--- src/rtl/alu_pkg.sv ---
// Shared ALU definitions: ALUSel codes served by the divider and the divider FSM state type.
// Latency: n/a (package only).
// Backpressure: n/a (package only).
package alu_pkg;

  localparam logic [3:0] ALU_DIV = 4'b1000;
  localparam logic [3:0] ALU_MOD = 4'b1001;

  typedef enum logic [1:0] {
    IDLE,
    CALC,
    DONE
  } div_state_t;

endpackage

--- src/rtl/div_step.sv ---
// One radix-2 restoring division iteration: shift in the next dividend bit and conditionally subtract.
// Latency: combinational.
// Backpressure: none.
// Ports: rem_in (partial remainder), dvd_msb (next dividend bit), divisor -> rem_out, q_bit.
module div_step #(
  parameter int W = 32
) (
  input  logic [W-1:0] rem_in,
  input  logic         dvd_msb,
  input  logic [W-1:0] divisor,
  output logic [W-1:0] rem_out,
  output logic         q_bit
);

  logic [W:0]   trial;
  logic [W-1:0] diff;

  // Compare at W+1 bits so a partial remainder that overflowed W bits still subtracts.
  assign trial   = {rem_in, dvd_msb};
  assign diff    = trial[W-1:0] - divisor;
  assign q_bit   = (trial >= {1'b0, divisor});
  assign rem_out = q_bit ? diff : trial[W-1:0];

endmodule

--- src/rtl/alu_div_unit.sv ---
// Multi-cycle radix-2 restoring divider giving quotient and remainder for ALU DIV/MOD.
// Latency: DIVw edges after accept to DONE (divValid the following cycle); divide-by-zero goes to DONE on the accept edge.
// Backpressure: divReady high only in IDLE; divStart outside IDLE is dropped, never queued.
// Ports: clk, rst (sync, active-high), divStart/divA/divB/divSigned in; divReady, divValid, divQuot, divRem out.
// Optional feature: define SIGNED_DIV_EN to honour divSigned (RISC-V DIV/REM semantics); otherwise all unsigned.
module alu_div_unit
  import alu_pkg::*;
#(
  parameter int DIVw = 32
) (
  input  logic            clk,
  input  logic            rst,
  input  logic            divStart,
  input  logic [DIVw-1:0] divA,
  input  logic [DIVw-1:0] divB,
  input  logic            divSigned,
  output logic            divReady,
  output logic            divValid,
  output logic [DIVw-1:0] divQuot,
  output logic [DIVw-1:0] divRem
);

  localparam int CW = $clog2(DIVw);

  div_state_t      state, state_nxt;
  logic [CW-1:0]   cnt;
  logic [DIVw-1:0] dvd;   // dividend shifts out MSB-first while quotient bits shift in at the LSB
  logic [DIVw-1:0] dvs;
  logic [DIVw-1:0] rem;
  logic [DIVw-1:0] step_rem;
  logic            step_q;
  logic [DIVw-1:0] q_fin;
  logic [DIVw-1:0] a_mag, b_mag;
  logic [DIVw-1:0] q_out, r_out;

  div_step #(.W(DIVw)) u_step (
    .rem_in  (rem),
    .dvd_msb (dvd[DIVw-1]),
    .divisor (dvs),
    .rem_out (step_rem),
    .q_bit   (step_q)
  );

  // Quotient as it stands after the iteration happening this cycle.
  assign q_fin = {dvd[DIVw-2:0], step_q};

`ifdef SIGNED_DIV_EN
  logic a_neg, b_neg, neg_q, neg_r;

  assign a_neg = divSigned & divA[DIVw-1];
  assign b_neg = divSigned & divB[DIVw-1];
  assign a_mag = a_neg ? -divA : divA;
  assign b_mag = b_neg ? -divB : divB;
  // MIN_INT / -1 falls out naturally: magnitude quotient 2^(W-1) negates to itself, remainder 0.
  assign q_out = neg_q ? -q_fin : q_fin;
  assign r_out = neg_r ? -step_rem : step_rem;

  always_ff @(posedge clk) begin
    if (rst) begin
      neg_q <= 1'b0;
      neg_r <= 1'b0;
    end else if (state == IDLE && divStart) begin
      neg_q <= a_neg ^ b_neg;
      neg_r <= a_neg;
    end
  end
`else
  logic unused_signed;

  assign unused_signed = divSigned;
  assign a_mag = divA;
  assign b_mag = divB;
  assign q_out = q_fin;
  assign r_out = step_rem;
`endif

  always_comb begin
    state_nxt = state;
    unique case (state)
      IDLE:    if (divStart) state_nxt = (divB == '0) ? DONE : CALC;
      CALC:    if (cnt == '0) state_nxt = DONE;
      DONE:    state_nxt = IDLE;
      default: state_nxt = IDLE;
    endcase
  end

  assign divReady = (state == IDLE);
  assign divValid = (state == DONE);

  always_ff @(posedge clk) begin
    if (rst) begin
      state   <= IDLE;
      cnt     <= '0;
      dvd     <= '0;
      dvs     <= '0;
      rem     <= '0;
      divQuot <= '0;
      divRem  <= '0;
    end else begin
      state <= state_nxt;
      unique case (state)
        IDLE: begin
          if (divStart) begin
            dvd <= a_mag;
            dvs <= b_mag;
            rem <= '0;
            cnt <= CW'(DIVw - 1);
            // Zero divisor skips CALC; all-ones quotient equals -1 in the signed build too.
            if (divB == '0) begin
              divQuot <= '1;
              divRem  <= divA;
            end
          end
        end
        CALC: begin
          rem <= step_rem;
          dvd <= q_fin;
          if (cnt != '0) begin
            cnt <= cnt - CW'(1);
          end else begin
            divQuot <= q_out;
            divRem  <= r_out;
          end
        end
        default: ;
      endcase
    end
  end

endmodule

--- config.mk ---
export PLATFORM = sky130hd
export DESIGN_NAME = alu_div_unit
export DESIGN_NICKNAME = d
export VERILOG_FILES = /design/src/rtl/alu_pkg.sv /design/src/rtl/div_step.sv /design/src/rtl/alu_div_unit.sv
export SDC_FILE = /design/constraint.sdc
export NUM_CORES = 1
export LEC_CHECK = 0
export ABC_AREA = 1
export CORE_MARGIN = 3
export CORE_UTILIZATION = 34
export DETAILED_ROUTE_END_ITERATION = 6
export HOLD_SLACK_MARGIN = 0.02
export PLACE_DENSITY = 0.55
export RECOVER_POWER = 100
export SYNTH_ARGS = -nofsm -noshare
export SYNTH_HDL_FRONTEND = slang
export SYNTH_HIERARCHICAL = 1
export SYNTH_SLANG_ARGS = --single-unit
--- constraint.sdc ---
create_clock -name clk -period 2.4 [get_ports clk]
set_input_delay 0.36 -clock clk [delete_from_list [all_inputs] [get_ports clk]]
set_output_delay 0.36 -clock clk [all_outputs]
set_load 0.005 [all_outputs]
==> flow_summary.ini, run 1 <==
[power]
peakVddDrop_mv = 0.493
powerDensity_nw_per_um2 = 652
p_leak_nw = 6.39
power_mw = 9.31

[floorplanning]
die_h_um = 177
initial_core_util_pct = 35.1
dieArea_um2 = 31300
core_area_um2 = 28300
io_pins = 134
fp-row-count = 61
die_w_um = 177

[synthesis]
synth-async-reset-ratio_pct = 0
synth_cell_type_count = 39
syn_area_um2 = 9940
synth_area_leaders = dfxtp_1, nand2_1, inv_1
syn_nets = 1676
synth-edff-count = 0
synth_cells = 1574
synth_top_area_share_pct = 33.6
yosys.area.top_type = dfxtp_1
ys_seq_area_share_pct = 33.6
synth-seq-cells = 167
synth-main-ff-cell = dfxtp_1
yosysWarnings = 6
syn_area_per_cell_um2 = 6.31

[job]
drv_cap = 0

[setup_path]
arrival_ns = 2.74
path_max_fanout = 15
crit_type = flop to flop
crit_required_ns = 2.74
rr_worst_depth = 18
reg2reg_to = divRem[11]
rrSetupSlack_ns = 0.0005
end_kind = flop
start_kind = flop
rr_startpoint = dvs[28]

[global_routing]
use_met2_pct = 36.6
grt_busiest_layer = met2
grt_overflow = 0
use_met1_pct = 27.4
grt_pass1_wl_mm = 51.9
grt_max_degree = 65
antenna_found_initial = 0
grt_pass1_vias = 9979
met3_usage_pct = 2.68
grt_util_all_layers_pct = 20.8

[clock_network]
cts_sinks = 167
clk_path_buf_depth = 2
cts_made_buffers = 17
path_clk_slew_ns = 0.08
clk_latency_ns = 0.44
root_buffer = clkbuf_16
cts-htree-levels = 4
tritoncts = done

[detailed_routing]
drt_wl_total_mm = 33.6
drt_iter0_drc = 792
drt_pass1_iterations = 5
routedWlPerCell_um = 15.4
drc_errors = 0
num_vias = 10600
ant_nets = 0
viasPerCell = 4.85

[timing]
slew_headroom_pct = 54.3
fmax_mhz = 417
setup_viol = 0
grt_setup_unrepaired = true
hold_viol_final = 0
period_minus_slack_ns = 2.40
worst-slew-pin-transition_ns = 0.685
period_share_pct = 100
clock_skew_ns = 0.0165
slew_violations = 0
fin_ws_ns = 0.000492

[layout]
antenna_cells = 0
final_net_count = 1899
drive_gt1_share_pct = 23.9
area_growth_pct = 43.6
fin_util_pct = 50.4

[hold_path]
hp-class = flop to flop
whs_path_depth = 2
hold_path_end = divQuot[9]
hold_start = divQuot[9]

[placement]
place.gp.congestion = 0.902
hpwl_mm = 23.8
io_buffer_count = 132
place_ws_ns = -0.154

[run_status]
status = complete, no violations
-- Yosys cell counts, types with 2 or more instances --
| library cell | number |
|---|---|
| nand2_2 | 5 |
| nand3_1 | 87 |
| clkbuf_1 | 33 |
| o21ai_0 | 65 |
| dfxtp_1 | 167 |
| nand2_1 | 485 |
| nand3_2 | 16 |
| ha_1 | 33 |
| o21ai_1 | 4 |
| buf_1 | 7 |
| nand3b_1 | 10 |
| nor2_2 | 4 |
| xor2_1 | 13 |
| a31oi_1 | 33 |
| nor3_2 | 2 |
| buf_4 | 8 |
| nor3_1 | 8 |
| inv_1 | 188 |
| a21oi_1 | 121 |
| buf_2 | 29 |
| nor2_4 | 4 |
| o31ai_1 | 32 |
| nand4_1 | 2 |
| inv_2 | 10 |
| and2_1 | 8 |
| nor2_1 | 187 |
-- power by group --
| group | switching (mW) | internal (mW) |
|---|---|---|
| sequential | 0.186 | 3.08 |
| combinational | 1.80 | 1.40 |
| clock | 1.42 | 1.42 |
| total | 3.41 | 5.90 |
-- worst max path at each step --
stage | start | end | slack [ns] | depth (start not counted)
after global placement | rem[22] | divRem[11] | -0.15 | 17
final | dvs[28] | divRem[11] | 0.0005 | 18
after CTS | dvs[22] | divRem[25] | -0.02 | 20
after global routing | dvs[31] | divRem[9] | -0.17 | 18
after floorplan | dvd[31] | divRem[16] | 0.30 | 19
after detailed placement | rem[22] | rem[11] | -0.15 | 14
-- layer usage --
| metal | share of wire, % | routed length (um) | up-vias |
|---|---|---|---|
| li1 | - | - | 5453 |
| met1 | 46 | 15300 | 4870 |
| met2 | 49 | 16600 | 271 |
| met3 | 4.1 | 1360 | 23 |
| met4 | 1.1 | 381 | 0 |
| met5 | 0 | 0 | - |
-- critical path: stages, from the launching register on --
cell       delay, ns
dfxtp_1         0.33
inv_1           0.07
ha_4            0.30
nand2_2         0.09
nor2_4          0.13
nand2_2         0.09
buf_4           0.15
a21oi_4         0.14
nor2_4          0.07
buf_12          0.15
clkbuf_16       0.18
nand3_1         0.09
nand2_1         0.07
nand2_2         0.13
nand2_1         0.07
inv_1           0.05
nand3_1         0.07
nand2_1         0.07
nor2_1          0.03
-- cell usage in the layout (no fill, tap or decap), types with 3 or more instances in the layout --
cell | Yosys | final
inv_8 | 0 | 6
and2_1 | 8 | 8
nand3_1 | 87 | 72
nand3_2 | 16 | 30
nand2_4 | 1 | 6
clkdlybuf4s50_1 | 0 | 132
a31oi_1 | 33 | 33
ha_4 | 0 | 30
buf_16 | 0 | 3
buf_4 | 8 | 128
nand3b_1 | 10 | 10
buf_6 | 1 | 6
dfxtp_1 | 167 | 138
o31ai_1 | 32 | 32
buf_12 | 1 | 10
nand2_1 | 485 | 413
nor3_4 | 0 | 4
clkbuf_16 | 0 | 20
dfxtp_2 | 0 | 29
xor2_1 | 13 | 12
a21oi_1 | 121 | 113
nor2_4 | 4 | 13
nor2_1 | 187 | 169
nor2_2 | 4 | 13
inv_2 | 10 | 30
inv_1 | 188 | 165
o21ai_1 | 4 | 4
nor3_1 | 8 | 4
a21oi_2 | 1 | 8
nand2_8 | 1 | 4
o21ai_0 | 65 | 63
nand2_2 | 5 | 71
-- state kept, by name (all words and copies together) (netlist names) --
name	cells
divQuot	32
divRem	32
dvd	32
dvs	32
rem	32
cnt	5
state	2
-- metrics by stage --
stage | instances | cell area, um2 | hold WS (ns) | setup TNS (ns)
2_1_floorplan | 1574 | 9940 | 0.457 | 0
3_3_place_gp | 2135 | 12400 | 0.449 | -3.75
3_5_place_dp | 2135 | 12400 | 0.454 | -4.34
4_1_cts | 2177 | 13600 | 0.473 | -0.0175
5_1_grt | 2188 | 14300 | 0.493 | -3.20
6_report | 2188 | 14300 | 0.471 | 0
-- timing repair --
item,4_1_cts,5_1_grt
hold endpoints to repair,0,0
hold buffers,0,0
cloned,4,3
resized for setup,81,165
buffers inserted,6,8
setup endpoints to repair,51,65
pin swaps,13,32
-- cells by family after synthesis --
logic type                 synth area share, %
xor gates and xnor gates                  1.23
adders and majority gates                 4.36
buffers and inverters                     11.5
and+or+nand+nor                           34.8
AOI/OAI and AO/OA                         14.5
DFF                                       33.6
-- area by class of cell --
class                           instances  area (um2)
Sequential cell                       167        3380
Clock buffer                           17         425
Timing Repair Buffer                  282        2710
Clock inverter                         15         173
Multi-Input combinational cell       1131        6370
Inverter                              198         749
Tap cell                              378         473
Fill cell                            2812       14000
Note: power is estimated with default switching activity, not from simulation.
==> inputs of run 2 (changes only) <==
- ABC_AREA: 1 -> 0
- RECOVER_POWER: 100 -> unset
==> run 2 against run 1 <==
Against the previous run: hold slack got worse by 0.015 ns; via count decreased by 4.2%; design area decreased by 2.6%; largest power group is now combinational cells; die area decreased by 1.1%; count of clock-buffer cells in the layout increased by 1; area after synthesis decreased by 1.2%; the run now ends with setup timing left; critical path type unchanged; final cell count decreased by 13%; clock skew about the same.
==> flow_summary.ini, run 2 <==
[global_routing]
antenna_found_initial = 0
grt_overflow = 0
grt_pass1_wl_mm = 54.2
grt_pass1_vias = 9770
grt_util_all_layers_pct = 21.5
grt_max_degree = 59

[timing]
setup_viol = 66
period_minus_slack_ns = 3.28
worst-slew-pin-transition_ns = 0.726
clock_skew_ns = 0.0164
slew_headroom_pct = 51.6
slew_violations = 0
hold_viol_final = 0
fin_ws_ns = -0.883
period_share_pct = 137
fmax_mhz = 305
fin_setup_tns_ns = -52.10
grt_setup_unrepaired = true

[floorplanning]
die_h_um = 176
initial_core_util_pct = 35.0
core_area_um2 = 28100
die_w_um = 176
fp-row-count = 61
dieArea_um2 = 31000
io_pins = 134

[setup_path]
end_kind = flop
rr_worst_depth = 17
reg2reg_to = divRem[14]
critPathMaxStageDelay_ns = 0.35
start_kind = flop
crit_required_ns = 2.67
crit_family = compound AO/OA/AOI/OAI gates
rrSetupSlack_ns = -0.88
cp_slowest_cell = or3_4
path_max_fanout = 8
arrival_ns = 3.56
path_buf_inv = 5
startpoint = dvs[7]
crit_type = flop to flop
rr_startpoint = dvs[7]
worstPathCellList = inv_2 -> ha_4 -> a21oi_4 -> a211oi_2 -> or3_4 -> nor4b_4 -> buf_4 -> o21ai_4 -> a31oi_4 -> o21a_4 -> inv_8 -> buf_12 -> mux2_4 -> inv_4 -> nor2_2 -> o21ai_1 -> o221ai_1

[synthesis]
synth_area_leaders = dfxtp_1, a21oi_1, nor4_1
synth-seq-cells = 167
synth_cells = 1275
synth_top_area_share_pct = 34.0
synth_cell_type_count = 61
ys_seq_area_share_pct = 34.0
syn_nets = 1377
syn_area_um2 = 9820
syn_area_per_cell_um2 = 7.70
synth_commonest_cells = dfxtp_1, a21oi_1, nor2_1
yosys.area.top_type = dfxtp_1
synth-edff-count = 0
synth-async-reset-ratio_pct = 0
synth-main-ff-cell = dfxtp_1
yosysMostFrequentCell = dfxtp_1
yosysWarnings = 6

[clock_network]
path_clk_slew_ns = 0.07
cts-htree-levels = 4
tritoncts = done
cts_made_buffers = 17
hold_buffers = 0
cts_sinks = 167
clk_latency_ns = 0.44
clk_path_buf_depth = 2
root_buffer = clkbuf_16

[layout]
layout.cells.most_common = buf_4
n_fill_cell = 2776
register_area_um2 = 3360
fin_util_pct = 49.5
multi_input_area_um2 = 6240
final_net_count = 1604
drive_gt1_share_pct = 26.2
antenna_cells = 0
area_growth_pct = 41.5
final_cell_mix = buf_4, dfxtp_1, a21oi_1

[detailed_routing]
drt_iter0_drc = 704
viasPerCell = 5.37
num_vias = 10200
drc_errors = 0
wl_met2_mm = 14.9
highest_layer = met4
wl_met3_mm = 1.82
drt_pass1_iterations = 6
drt-met1-wl_mm = 17.3
drt_wl_total_mm = 34.7
ant_nets = 0
routedWlPerCell_um = 18.3

[job]
drv_cap = 0

[power]
p_leak_nw = 5.28
peakVddDrop_mv = 1.16
powerDensity_nw_per_um2 = 1560

[placement]
io_buffer_count = 132
hpwl_mm = 23.9
place.gp.congestion = 0.901

[hold_path]
hold_start = dvs[12]
hp-class = flop to flop
whs_path_depth = 2
hold_path_end = dvs[12]

[run_status]
violations = setup timing
status = finished with violations
run 2: cell families (layout without fill, tap and decap cells):
logic type / after synthesis / after routing / synth area share (%)
AND/OR/NAND/NOR: 407 / 407 / 20.2
AO/OA/AOI/OAI: 390 / 390 / 26.0
buffers and inverters: 217 / 457 / 8.88
flip-flops: 167 / 167 / 34.0
adder cells (fa/ha/maj): 34 / 34 / 4.41
multiplexers: 32 / 32 / 3.98
XOR/XNOR: 28 / 28 / 2.50
run 2: layout make-up:
cell class / instances / area share [%]
clock buffers: 18 / 3.09
clock inverters: 14 / 1.08
inverters: 108 / 3.26
multi-input cells: 891 / 44.9
flip-flops and latches: 167 / 24.2
well taps: 378 / 3.40
repair buffers: 317 / 20.1
run 2: repair_timing:
action / 4_1_cts / 5_1_grt
hold endpoints to repair: 0 / 0
pin swaps: 29 / 43
resized for setup: 69 / 107
gates cloned: 1 / 0
setup endpoints to repair: 66 / 68
buffers inserted: 5 / 5
run 2: where the power goes:
group / internal, mW / switching, mW
clock: 1.40 / 1.35
sequential: 3.19 / 0.379
combinational: 7.75 / 7.64
run 2: per-layer routing:
metal / vias up / track usage, %
met5: - / 0
met4: 0 / 5.48
met3: 38 / 3.78
met2: 289 / 31.8
met1: 4806 / 32.3
li1: 5034 / -
run 2: worst max path at each step:
stage,to,slack (ns),cells past startpoint
after global routing,divRem[14],-1.01,16
after CTS,divRem[11],-0.78,17
final,divRem[14],-0.88,17
after floorplan,divRem[30],-0.73,18
after global placement,divRem[27],-0.82,15
after detailed placement,divRem[31],-0.87,14
run 2: stage by stage:
step	instance area [um2]	setup WS [ns]	total power, mW	cells	hold WS (ns)
4_1_cts	13500	-0.780	19.7	1888	0.460
3_3_place_gp	12600	-0.822	15.7	1850	0.444
6_report	13900	-0.883	21.7	1893	0.455
5_1_grt	13900	-1.01	23.0	1893	0.472
2_1_floorplan	9850	-0.729	11.3	1275	0.435
3_5_place_dp	12600	-0.866	15.6	1850	0.449
run 2: worst register-to-register path, cell delays in order, from the launching register on:
cell	delay [ns]
dfxtp_2	0.34
inv_2	0.05
ha_4	0.26
a21oi_4	0.16
a211oi_2	0.09
or3_4	0.35
nor4b_4	0.33
buf_4	0.19
o21ai_4	0.07
a31oi_4	0.21
o21a_4	0.18
inv_8	0.06
buf_12	0.14
mux2_4	0.31
inv_4	0.07
nor2_2	0.05
o21ai_1	0.15
o221ai_1	0.13
